===== src/rtl/mpu6050_filter.sv =====
// Per-axis first-order IIR low-pass (alpha = 2^-K_SHIFT) over six MPU6050 raw words, one channel per cycle.
// Optional MPU_FILT_PRIME_EN: the first pass after reset/init loads the raw sample instead of ramping from zero.
module mpu6050_filter #(
  parameter int SAMPLE_DIV = 500000,
  parameter int K_SHIFT    = 3
) (
  input  logic               clk,
  input  logic               rst,
  input  logic               init_done,
  input  logic signed [15:0] ACC_X,
  input  logic signed [15:0] ACC_Y,
  input  logic signed [15:0] ACC_Z,
  input  logic signed [15:0] GYRO_X,
  input  logic signed [15:0] GYRO_Y,
  input  logic signed [15:0] GYRO_Z,
  output logic signed [15:0] ACC_X_F,
  output logic signed [15:0] ACC_Y_F,
  output logic signed [15:0] ACC_Z_F,
  output logic signed [15:0] GYRO_X_F,
  output logic signed [15:0] GYRO_Y_F,
  output logic signed [15:0] GYRO_Z_F,
  output logic               filt_valid
);

  localparam int AW = 16 + K_SHIFT;
  localparam int CW = (SAMPLE_DIV > 1) ? $clog2(SAMPLE_DIV) : 1;
  localparam logic [CW-1:0] CNT_LAST = CW'(SAMPLE_DIV - 1);

  typedef enum logic [1:0] {IDLE, CAPTURE, FILT, PUBLISH} state_t;

  state_t                state, state_nxt;
  logic [CW-1:0]         cnt;
  logic                  tick;
  logic [2:0]            ch;
  logic signed [15:0]    x_hold [6];
  logic signed [AW-1:0]  acc [6];
  logic signed [15:0]    f_q [6];
  logic signed [AW-1:0]  acc_new;
`ifdef MPU_FILT_PRIME_EN
  logic                  primed;
`endif

  // acc + x - acc/2^K evaluated one bit wider; the true result always fits AW bits
  function automatic logic signed [AW-1:0] iir_step(input logic signed [AW-1:0] a,
                                                    input logic signed [15:0]   x);
    logic signed [AW:0] sum;
    sum = $signed({a[AW-1], a})
        + $signed({{(K_SHIFT+1){x[15]}}, x})
        - $signed({{(K_SHIFT+1){a[AW-1]}}, a[AW-1:K_SHIFT]});
    return sum[AW-1:0];
  endfunction

  function automatic logic signed [AW-1:0] prime_load(input logic signed [15:0] x);
    return {x, {K_SHIFT{1'b0}}};
  endfunction

  function automatic logic signed [15:0] out_word(input logic signed [AW-1:0] a);
    return a[AW-1:K_SHIFT];
  endfunction

  assign tick = (cnt == CNT_LAST);

  always_comb begin
    acc_new = iir_step(acc[ch], x_hold[ch]);
`ifdef MPU_FILT_PRIME_EN
    if (!primed) acc_new = prime_load(x_hold[ch]);
`endif
  end

  always_comb begin
    state_nxt = state;
    case (state)
      IDLE:    if (tick) state_nxt = CAPTURE;
      CAPTURE: state_nxt = FILT;
      FILT:    if (ch == 3'd5) state_nxt = PUBLISH;
      PUBLISH: state_nxt = IDLE;
      default: state_nxt = IDLE;
    endcase
  end

  always_ff @(posedge clk) begin
    if (rst) begin
      state <= IDLE;
      cnt   <= '0;
      ch    <= '0;
      for (int i = 0; i < 6; i++) begin
        acc[i] <= '0;
        f_q[i] <= '0;
      end
    end else if (!init_done) begin
      // published outputs hold; the filter restarts from zero on the next rise
      state <= IDLE;
      cnt   <= '0;
      ch    <= '0;
      for (int i = 0; i < 6; i++) acc[i] <= '0;
    end else begin
      state <= state_nxt;
      cnt   <= tick ? '0 : cnt + CW'(1);
      if (state == FILT) begin
        acc[ch] <= acc_new;
        ch      <= (ch == 3'd5) ? 3'd0 : ch + 3'd1;
        if (ch == 3'd5) begin
          for (int i = 0; i < 5; i++) f_q[i] <= out_word(acc[i]);
          f_q[5] <= out_word(acc_new);
        end
      end
    end
  end

`ifdef MPU_FILT_PRIME_EN
  always_ff @(posedge clk) begin
    if (rst || !init_done) primed <= 1'b0;
    else if (state == FILT && ch == 3'd5) primed <= 1'b1;
  end
`endif

  always_ff @(posedge clk) begin
    if (state == CAPTURE) begin
      x_hold[0] <= ACC_X;
      x_hold[1] <= ACC_Y;
      x_hold[2] <= ACC_Z;
      x_hold[3] <= GYRO_X;
      x_hold[4] <= GYRO_Y;
      x_hold[5] <= GYRO_Z;
    end
  end

  assign ACC_X_F    = f_q[0];
  assign ACC_Y_F    = f_q[1];
  assign ACC_Z_F    = f_q[2];
  assign GYRO_X_F   = f_q[3];
  assign GYRO_Y_F   = f_q[4];
  assign GYRO_Z_F   = f_q[5];
  assign filt_valid = (state == PUBLISH);

endmodule


===== config.mk =====
export PLATFORM = sky130hd
export DESIGN_NAME = mpu6050_filter
export DESIGN_NICKNAME = d
export VERILOG_FILES = /design/src/rtl/mpu6050_filter.sv
export SDC_FILE = /design/constraint.sdc
export NUM_CORES = 1
export LEC_CHECK = 0
export CORE_MARGIN = 2
export CORE_UTILIZATION = 56
export CTS_BUF_LIST = sky130_fd_sc_hd__clkbuf_16
export DETAILED_ROUTE_END_ITERATION = 16
export PLACE_DENSITY = 0.77
export REMOVE_ABC_BUFFERS = 1
export SLEW_MARGIN = 0
export SYNTH_ARGS = -nofsm -noshare
export SYNTH_HDL_FRONTEND = slang
export SYNTH_SLANG_ARGS = --single-unit

===== constraint.sdc =====
create_clock -name clk -period 5.3 [get_ports clk]
set_input_delay 1.325 -clock clk [delete_from_list [all_inputs] [get_ports clk]]
set_output_delay 1.325 -clock clk [all_outputs]
set_load 0.005 [all_outputs]

==> reports/metrics.cfg <==
[run_status]
outcome=finished clean

[drt]
drtIter0Drc=982
antenna_left=0
drc_errors=0
post_drt_wl_per_cell_um=20.3
dr.pass1.iters=5
vias=9631
routed_wl_um=34800
post_drt_via_cell_ratio=5.62

[cells_and_area]
finish.utilization_pct=69.4
fin_cells=1715
area_growth_pct=22.7
finalNetCount=1443
antenna_cells=0
drive_gt1_share_pct=11.7

[clocking]
cts_tree=built
cts_max_level=2
cts_buffers=37
clock-root-buffer=clkbuf_16
postCtsResizedCells=0
ctsHoldBuffers=0
clkSlewWorstSetupHoldPaths_ns=0.06
worst_skew_pair.late_latency_ns=0.52
clock_sinks=371
clockBufferDepth=3
post-cts-setup-buffer-count=0

[min_path]
hold_path.class=flip-flop to flip-flop
whs_path_depth=1
min-delay-start=cnt[0]
holdPathEnd=cnt[0]

[floorplan]
die_width_um=174
die_h_um=174
initial_utilization_pct=56.5
dieArea_um2=30200
num_io_pins=196
core_um2=28500
rows=62

[synthesis]
synth_seq_area_share_pct=67.4
syn-cell-area_um2=16100
syn_area_per_cell_um2=14.7
yosys_warnings=0
ys.flop_type=edfxtp_1
synth_cell_types=60
synth_edf_count=344
synth_cells=1100
ys_async_sr_fraction_pct=0
ys_ff_latch=371

[sta]
finalSetupTns_ns=0
rsz0062_at_grt=false
period_share_pct=89.1
finalCriticalPeriod_ns=4.72
hold_viol=0
maxSlewViolCount=0
hold_ws_ns=0.444
fin_ws_ns=0.578
finalSetupViolCount=0
maxSlewHeadroom_pct=24.1
fmaxAchievable_mhz=212
worstMarginPinSlew_ns=1.14
clock_skew_ns=0.0143

[worst_setup_path]
crit_path_end_kind=flip-flop
cpPeakStageDelay_ns=0.58
critPathBufInv=3
worst-r2r-cell-count=12
critical_path.startpoint_type=flip-flop
r2r_end=acc[6][9]
reg2reg_slack_ns=0.58
crit_path_top_delay_cell=o21ai_0
cp_max_fo=49
cp_cell_sequence=buf_12 -> mux4_2 -> o21ai_0 -> fa_1 -> inv_1 -> ha_1 -> a21o_1 -> a21oi_1 -> a21boi_0 -> a21oi_1 -> xor2_1 -> inv_1
cp_top_family=compound AO/OA/AOI/OAI gates
critPathArrivalTime_ns=4.96
critPathKind=flip-flop to flip-flop
worstPathRequired_ns=5.53

[global_routing]
grt_max_degree=84
overflow=0
grtUsageTotal_pct=23.1
grt_pass1_wl_um=53600
grt_pass1_vias=9708
antenna_found_initial=0

[pwr]
comb_power_share_pct=8.3
swShare_pct=21.7
p_per_area_nw_per_um2=321
clkPwrFrac_pct=39.8
seq_power_share_pct=51.9
ir_drop_mv=0.211
p_leak_nw=7.52
power.internal_w=0.00497
p_switching_w=0.00138

[placement]
dp_hpwl_um=23400
place_ws_ns=0.681
numPortBuffers=195
place_congestion=0.930
dpl.cell_count=1647

[flow_run]
maxCapViolCount=0

## registers in the layout, indices dropped and copies added, names as in the netlist, named ones only
register	flops
f_q	96
acc	152
cnt	19
x_hold	96
ch	3
state	2
## per-layer routing
layer / vias to the layer above / track usage (%) / routed length (um)
li1: 4448 / - / -
met1: 4729 / 31.9 / 14500
met2: 401 / 38.5 / 16900
met3: 53 / 4.32 / 2650
met4: 0 / 5.60 / 768
met5: - / 0 / 0
## final cells by class
| class | instances | area, um^2 |
|---|---|---|
| Tap cell | 384 | 480 |
| Clock buffer | 39 | 976 |
| Sequential cell | 371 | 10900 |
| Fill cell | 1967 | 8740 |
| Inverter | 70 | 263 |
| Multi-Input combinational cell | 599 | 4810 |
| Clock inverter | 29 | 204 |
| Timing Repair Buffer | 223 | 2200 |
## stage by stage
stage	cell area, um^2	power, W
global placement	18600	0.00387
floorplan	15900	0.00363
global route	19800	0.00656
detailed placement	18600	0.00388
CTS	19800	0.00638
finish	19800	0.00635
## cell families (layout without fill, tap and decap cells)
group / after synthesis / in the layout / synth area share (%)
and+or+nand+nor: 350 / 350 / 10.3
muxes: 90 / 90 / 9.80
xor gates and xnor gates: 32 / 32 / 1.78
buffers and inverters: 130 / 361 / 3.12
adders and majority gates: 42 / 42 / 4.09
AOI/OAI and AO/OA: 85 / 85 / 3.51
DFF: 371 / 371 / 67.4
## synth_stat cells (12+ instances only)
| cell | count | area (um^2) |
|---|---|---|
| xnor2_1 | 16 | 140 |
| clkbuf_1 | 48 | 180 |
| fa_1 | 18 | 360 |
| ha_1 | 24 | 300 |
| o21ai_0 | 23 | 115 |
| edfxtp_1 | 344 | 10300 |
| inv_1 | 70 | 263 |
| xor2_1 | 15 | 131 |
| and3_1 | 90 | 563 |
| mux2i_1 | 32 | 320 |
| nand2_1 | 45 | 169 |
| nor2_1 | 167 | 627 |
| mux4_2 | 54 | 1220 |
| nand3_1 | 12 | 60.1 |
| dfxtp_1 | 27 | 541 |
| a21oi_1 | 25 | 125 |
## worst register-to-register path: cells and delay by family, from the launching register on
family	cells	cell delay, ns
AOI/OAI and AO/OA	5	1.60
xor gates and xnor gates	1	0.53
adders and majority gates	2	0.81
buffers and inverters	3	0.53
DFF	1	0.37
muxes	1	0.60
## how the worst max path moves through the flow
stage,startpoint,to,cells past startpoint
6_report,flip-flop,acc[6][9],12
5_1_grt,flip-flop,acc[1][14],13
4_1_cts,flip-flop,acc[1][14],13
3_5_place_dp,flip-flop,acc[1][14],13
3_3_place_gp,flip-flop,acc[7][9],12
2_1_floorplan,flip-flop,acc[5][15],11
## cells in the final DEF, fill, tap and decap left out, types with 4 or more instances in the layout
master           count
o21ai_0             22
inv_1               80
mux2_2               4
nand2b_1             4
ha_1                23
nor2b_1              6
xnor2_1             16
edfxtp_1           344
nand2_1             45
mux2i_1             32
xor2_1              15
nand3_1             12
nor2_1             166
and3_1              90
a21oi_1             25
clkinv_1             6
buf_4               25
nand4_1              5
clkbuf_16           39
and2_1               4
dfxtp_1             24
clkdlybuf4s50_1    195
clkinv_2             9
fa_1                18
a21o_1               9
mux4_2              54
## power groups by stage
| stage | registers, W | logic [W] | clock network [W] |
|---|---|---|---|
| 2_1_floorplan | 0.00336 | 0.000277 | 0 |
| 3_3_place_gp | 0.00335 | 0.000511 | 0 |
| 3_5_place_dp | 0.00336 | 0.000523 | 0 |
| 4_1_cts | 0.00330 | 0.000528 | 0.00256 |
| 5_1_grt | 0.00330 | 0.000574 | 0.00268 |
| 6_report | 0.00330 | 0.000530 | 0.00253 |
Note: power is estimated with default switching activity, not from simulation.
